$ cat src/rtl/mul_div_unit.sv
// Iterative MULT/MULTU/DIV/DIVU unit that owns the architectural HI/LO registers.
// Define MULDIV_FAST_MUL_EN to replace the iterative multiply with a single-cycle multiplier.
module mul_div_unit #(
  parameter int WIDTH = 32
) (
  input  logic             clk,
  input  logic             rst_n,
  input  logic             start,
  input  logic [1:0]       op,
  input  logic [WIDTH-1:0] a,
  input  logic [WIDTH-1:0] b,
  input  logic             flush,
  input  logic             wr_hi,
  input  logic             wr_lo,
  input  logic [WIDTH-1:0] wdata,
  output logic             busy,
  output logic             done,
  output logic             div_zero,
  output logic [WIDTH-1:0] hi,
  output logic [WIDTH-1:0] lo
);

  localparam int CW = $clog2(WIDTH + 1);

`ifdef MULDIV_FAST_MUL_EN
  localparam bit FAST_MUL = 1'b1;
`else
  localparam bit FAST_MUL = 1'b0;
`endif

  typedef enum logic [1:0] {
    S_IDLE,
    S_RUN,
    S_SIGN,
    S_DONE
  } state_t;

  state_t               r_state;
  state_t               w_next;
  logic [CW-1:0]        r_count;
  logic [2*WIDTH-1:0]   r_acc;
  logic [WIDTH-1:0]     r_opb;
  logic                 r_is_div;
  logic                 r_neg_lo;
  logic                 r_neg_hi;
  logic                 r_dz;

  logic                 w_signed;
  logic                 w_a_neg;
  logic                 w_b_neg;
  logic [WIDTH-1:0]     w_a_abs;
  logic [WIDTH-1:0]     w_b_abs;
  logic                 w_accept;
  logic [WIDTH:0]       w_mul_sum;
  logic [2*WIDTH-1:0]   w_mul_next;
  logic [WIDTH:0]       w_rem_sh;
  logic                 w_ge;
  logic [WIDTH-1:0]     w_diff;
  logic [2*WIDTH-1:0]   w_div_next;
  logic [2*WIDTH-1:0]   w_prod_fix;
  logic [WIDTH-1:0]     w_quo;
  logic [WIDTH-1:0]     w_rem;
  logic [WIDTH-1:0]     w_res_hi;
  logic [WIDTH-1:0]     w_res_lo;

  // Operands are converted to magnitudes up front; the most negative value maps to 2^(WIDTH-1).
  assign w_signed = ~op[0];
  assign w_a_neg  = w_signed & a[WIDTH-1];
  assign w_b_neg  = w_signed & b[WIDTH-1];
  assign w_a_abs  = w_a_neg ? -a : a;
  assign w_b_abs  = w_b_neg ? -b : b;
  assign w_accept = (r_state == S_IDLE) && start && !flush;

`ifdef MULDIV_FAST_MUL_EN
  logic [2*WIDTH-1:0] w_fast_prod;
  assign w_fast_prod = {{WIDTH{1'b0}}, w_a_abs} * {{WIDTH{1'b0}}, w_b_abs};
`endif

  // Shift-add step: multiplier sits in the low half of r_acc and shifts out as the product shifts in.
  assign w_mul_sum  = {1'b0, r_acc[2*WIDTH-1:WIDTH]} + (r_acc[0] ? {1'b0, r_opb} : '0);
  assign w_mul_next = {w_mul_sum, r_acc[WIDTH-1:1]};

  // Restoring step: partial remainder in the high half, dividend/quotient bits in the low half.
  assign w_rem_sh   = r_acc[2*WIDTH-1:WIDTH-1];
  assign w_ge       = w_rem_sh >= {1'b0, r_opb};
  assign w_diff     = r_acc[2*WIDTH-2:WIDTH-1] - r_opb;
  assign w_div_next = w_ge ? {w_diff, r_acc[WIDTH-2:0], 1'b1}
                           : {r_acc[2*WIDTH-2:0], 1'b0};

  assign w_prod_fix = r_neg_lo ? -r_acc : r_acc;
  assign w_quo      = r_acc[WIDTH-1:0];
  assign w_rem      = r_acc[2*WIDTH-1:WIDTH];

  always_comb begin
    // NOTE: every always_comb output gets a default first so no latch is inferred.
    w_res_hi = w_prod_fix[2*WIDTH-1:WIDTH];
    w_res_lo = w_prod_fix[WIDTH-1:0];
    if (r_is_div) begin
      w_res_lo = r_dz ? '1 : (r_neg_lo ? -w_quo : w_quo);
      w_res_hi = r_neg_hi ? -w_rem : w_rem;
    end
  end

  always_comb begin
    w_next = r_state;
    unique case (r_state)
      S_IDLE: if (start && !flush) w_next = (FAST_MUL && !op[1]) ? S_SIGN : S_RUN;
      S_RUN: begin
        if (flush)                              w_next = S_IDLE;
        else if (r_count == CW'(WIDTH - 1))     w_next = S_SIGN;
      end
      S_SIGN:  w_next = flush ? S_IDLE : S_DONE;
      S_DONE:  w_next = S_IDLE;
      default: w_next = S_IDLE;
    endcase
  end

  // NOTE: sequential state uses non-blocking assignments only, so every register sees pre-edge values.
  always_ff @(posedge clk or negedge rst_n) begin
    if (!rst_n) begin
      r_state  <= S_IDLE;
      r_count  <= '0;
      r_acc    <= '0;
      r_opb    <= '0;
      r_is_div <= 1'b0;
      r_neg_lo <= 1'b0;
      r_neg_hi <= 1'b0;
      r_dz     <= 1'b0;
      hi       <= '0;
      lo       <= '0;
    end else begin
      r_state <= w_next;
      unique case (r_state)
        S_IDLE: begin
          if (wr_hi) hi <= wdata;
          if (wr_lo) lo <= wdata;
          if (w_accept) begin
            r_count  <= '0;
            r_is_div <= op[1];
            r_neg_lo <= w_a_neg ^ w_b_neg;
            r_neg_hi <= op[1] & w_a_neg;
            r_dz     <= op[1] & (b == '0);
            if (op[1]) begin
              r_acc <= {{WIDTH{1'b0}}, w_a_abs};
              r_opb <= w_b_abs;
            end else begin
`ifdef MULDIV_FAST_MUL_EN
              r_acc <= w_fast_prod;
`else
              r_acc <= {{WIDTH{1'b0}}, w_b_abs};
`endif
              r_opb <= w_a_abs;
            end
          end
        end
        S_RUN: begin
          if (!flush) begin
            r_count <= r_count + 1'b1;
            r_acc   <= r_is_div ? w_div_next : w_mul_next;
          end
        end
        S_SIGN: begin
          if (!flush) begin
            hi <= w_res_hi;
            lo <= w_res_lo;
          end
        end
        default: ;
      endcase
    end
  end

  assign busy     = (r_state != S_IDLE);
  assign done     = (r_state == S_DONE);
  assign div_zero = done & r_dz;

endmodule
$ cat config.mk
export PLATFORM = sky130hd
export DESIGN_NAME = mul_div_unit
export DESIGN_NICKNAME = d
export VERILOG_FILES = /design/src/rtl/mul_div_unit.sv
export SDC_FILE = /design/constraint.sdc
export NUM_CORES = 1
export LEC_CHECK = 0
export CELL_PAD_IN_SITES_DETAIL_PLACEMENT = 0
export CELL_PAD_IN_SITES_GLOBAL_PLACEMENT = 2
export CORE_MARGIN = 5
export CORE_UTILIZATION = 34
export CTS_CLUSTER_DIAMETER = 50
export DETAILED_ROUTE_END_ITERATION = 7
export HOLD_SLACK_MARGIN = 0.12
export PLACE_DENSITY = 0.91
export SKIP_LAST_GASP = 1
export SLEW_MARGIN = 20
export SYNTH_ARGS = -nofsm -noshare
export SYNTH_HDL_FRONTEND = slang
export SYNTH_SLANG_ARGS = --single-unit
$ cat constraint.sdc
create_clock -name clk -period 4.3 [get_ports clk]
set_input_delay 0.86 -clock clk [delete_from_list [all_inputs] [get_ports clk]]
set_output_delay 0.86 -clock clk [all_outputs]
set_load 0.1 [all_outputs]
==> results.toml <==
[global_route]
overflow = 0
grt_pass1_wl_um = 83000
grt_max_degree = 102
antenna_found_initial = 0
grt_pass1_vias = 13700
grt_use_total_pct = 22.3

[critical_path]
critPathKind = "flop to flop"
cp-end-kind = "flop"
cp_max_fo = 7
startpoint_type = "flop"
worstPathArrival_ps = 4010
cp.required_ps = 4640

[clock_network]
cts.path.max_buffers = 2
cts_buffers = 17
ctsResizeCount = 0
root_buffer = "clkbuf_16"
clkSlewWorstSetupHoldPaths_ps = 70
clk_latency_ps = 450
cts_num_sinks = 172
cts_hold_buf = 0
htreeDepth = 4
cts_setup_buffers = 0
cts_tree = "yes"

[logic_synthesis]
syn_nets = 2104
seq_area_frac_synth_pct = 29.0
yosys.area.top_type = "dfrtp_1"
ys_ff_latch = 172
synth.area.top_cells = "dfrtp_1, a21oi_1, xnor2_1"
synth_top_area_share_pct = 29.0
synthDistinctLibCells = 84
synth_cells = 1929
async_flop_share_pct = 100
synth_edf_count = 0
syn_area_um2 = 14900
syn_avg_cell_area_um2 = 7.70
ys_warn_count = 0
ys_dominant_reg_cell = "dfrtp_1"

[final_layout]
final_area_um2 = 17800
nets = 2218
area_delta_synth_final_pct = 19.7
final-instance-count-excl-fill = 2643
drive_gt1_share_pct = 6.08

[route]
wl_per_cell_um = 20.8
drc = 0
drt_first_pass_iters = 6
drtIter0Drc = 1398
antenna_left = 0
vias = 14700
viasPerCell = 5.55
routed_wl_um = 54900

[power]
leakage_nw = 7.46
vdd_ir_drop_max_mv = 0.354
power_density_nw_per_um2 = 589

[timing]
post-route-min-period_ps = 3670
final_max_slew_viol_count = 0
hold_viol_final = 0
worst_pin_slew_ps = 1170
slew_headroom_pct = 20.3
finalCritPeriodShare_pct = 85.3
grt_setup_unrepaired = "no"
setup_violations = 0
max_freq_mhz = 273
clock_skew_ps = 14.2
setup_tns_ps = 0

[status]
status = "finished, final reports clean"

[placement]
dpl_cell_area_um2 = 17200
port_buffers = 170
dp_cells = 2609
dp_hpwl_um = 43400
gp_congestion = 0.943

[run]
maxCapViolCount = 0

[floorplan]
die_w_um = 219
coreArea_um2 = 43200
initial_utilization_pct = 34.4
die_area_um2 = 48000
die_h_um = 219
io-pin-count = 171
row_count = 76

[worst_hold_path]
hold_class = "input pin to async pin"
==> worst paths after layout <==
check	startpoint	to	slack (ps)	cells after the start
max	r_acc[0]	r_acc[63]	630	15
max reg2reg	r_acc[0]	r_acc[63]	630	15
min	rst_n	hi[24]	440	1
min reg2reg	lo[19]	lo[19]	480	2
min in group clk	lo[19]	lo[19]	480	2
max in group asynchronous	rst_n	r_acc[18]	2860	2
==> cell usage after synthesis, drive strengths merged (4+ instances only) <==
cell	number
a211oi	23
a21o	39
a21oi	219
a221oi	4
a22oi	15
a31oi	16
and2	11
and3	20
buf	25
clkbuf	99
dfrtp	172
ha	69
inv	64
mux2i	48
nand2	184
nand2b	26
nand3	26
nand4	12
nor2	220
nor2b	16
nor3	46
nor3b	5
nor4	12
o211ai	18
o21a	9
o21ai	201
o21bai	13
o221ai	4
o22ai	31
o31ai	21
o41ai	12
or2	7
or3	12
or4	11
xnor2	115
xor2	61
==> stage by stage <==
stage               utilization (%)  total power (W)  setup WS, ps  hold WS [ps]
CTS                            41.2           0.0104           658           486
detailed placement             39.8          0.00879           498           470
global placement               39.8          0.00873           546           463
floorplan                         -          0.00693          1060           450
finish                         41.2           0.0105           632           444
global route                   41.2           0.0111           293           494
==> routing by layer <==
| metal | vias up | global-route usage (%) | wire, um |
|---|---|---|---|
| met5 | - | 0 | 0 |
| met4 | 0 | 6.20 | 1470 |
| met3 | 65 | 3.55 | 3650 |
| met2 | 501 | 33.3 | 23400 |
| met1 | 7013 | 33.3 | 26300 |
| li1 | 7093 | - | - |
==> state kept, by name, indices dropped and copies added (netlist names) <==
name      flops
hi           32
lo           32
r_acc        64
r_count       6
r_dz          1
r_is_div      1
r_neg_hi      1
r_neg_lo      1
r_opb        32
r_state       2
==> cell families after synthesis <==
kind of cell | after synthesis | synth area share, %
multiplexers | 50 | 3.38
AND/OR/NAND/NOR | 618 | 19.5
buffers and inverters | 188 | 5.11
flip-flops | 172 | 29.0
XOR/XNOR | 176 | 10.4
adder cells (fa/ha/maj) | 71 | 6.08
AO/OA/AOI/OAI | 654 | 26.6
==> layout by cell type, fill, tap and decap left out, drive strengths merged, types with 13 or more instances in the layout <==
cell type / instances
clkbuf: 19
o21ai: 201
a21o: 39
o31ai: 21
nand2: 184
buf: 51
xnor2: 115
clkdlybuf4s50: 168
a31oi: 16
nand3: 26
xor2: 61
nand2b: 26
nor2: 220
o211ai: 18
a211oi: 23
o21bai: 13
nor2b: 16
inv: 66
o22ai: 31
and3: 20
ha: 69
a21oi: 219
a22oi: 15
nor3: 46
dfrtp: 172
mux2i: 48
==> cell type report <==
type,count,area [um^2]
Tap cell,585,732
Sequential cell,172,4310
Clock inverter,12,139
Antenna cell,3,7.51
Fill cell,4471,25400
Clock buffer,19,443
Multi-Input combinational cell,1569,9820
Inverter,64,240
Timing Repair Buffer,219,2100
==> where the power goes <==
group	internal (W)	total (W)	switching [W]	leakage, nW
sequential	0.00197	0.00256	0.000589	2.11
combinational	0.00240	0.00632	0.00392	5.08
clock	0.000873	0.00159	0.000721	0.272
==> critical path: stages, from the launching register on <==
cell and delay, ps:
dfrtp_1 520, and2_1 180, ha_1 180, inv_1 70, fa_1 400, nor2b_1 170, o211ai_1 120, a21oi_1 340
nor3_1 120, buf_4 160, o21ai_0 180, a21oi_1 130, o21ai_0 390, nand3_1 150, a2bb2oi_1 150, a221oi_1 300
Power figures use the tool's default switching activity.
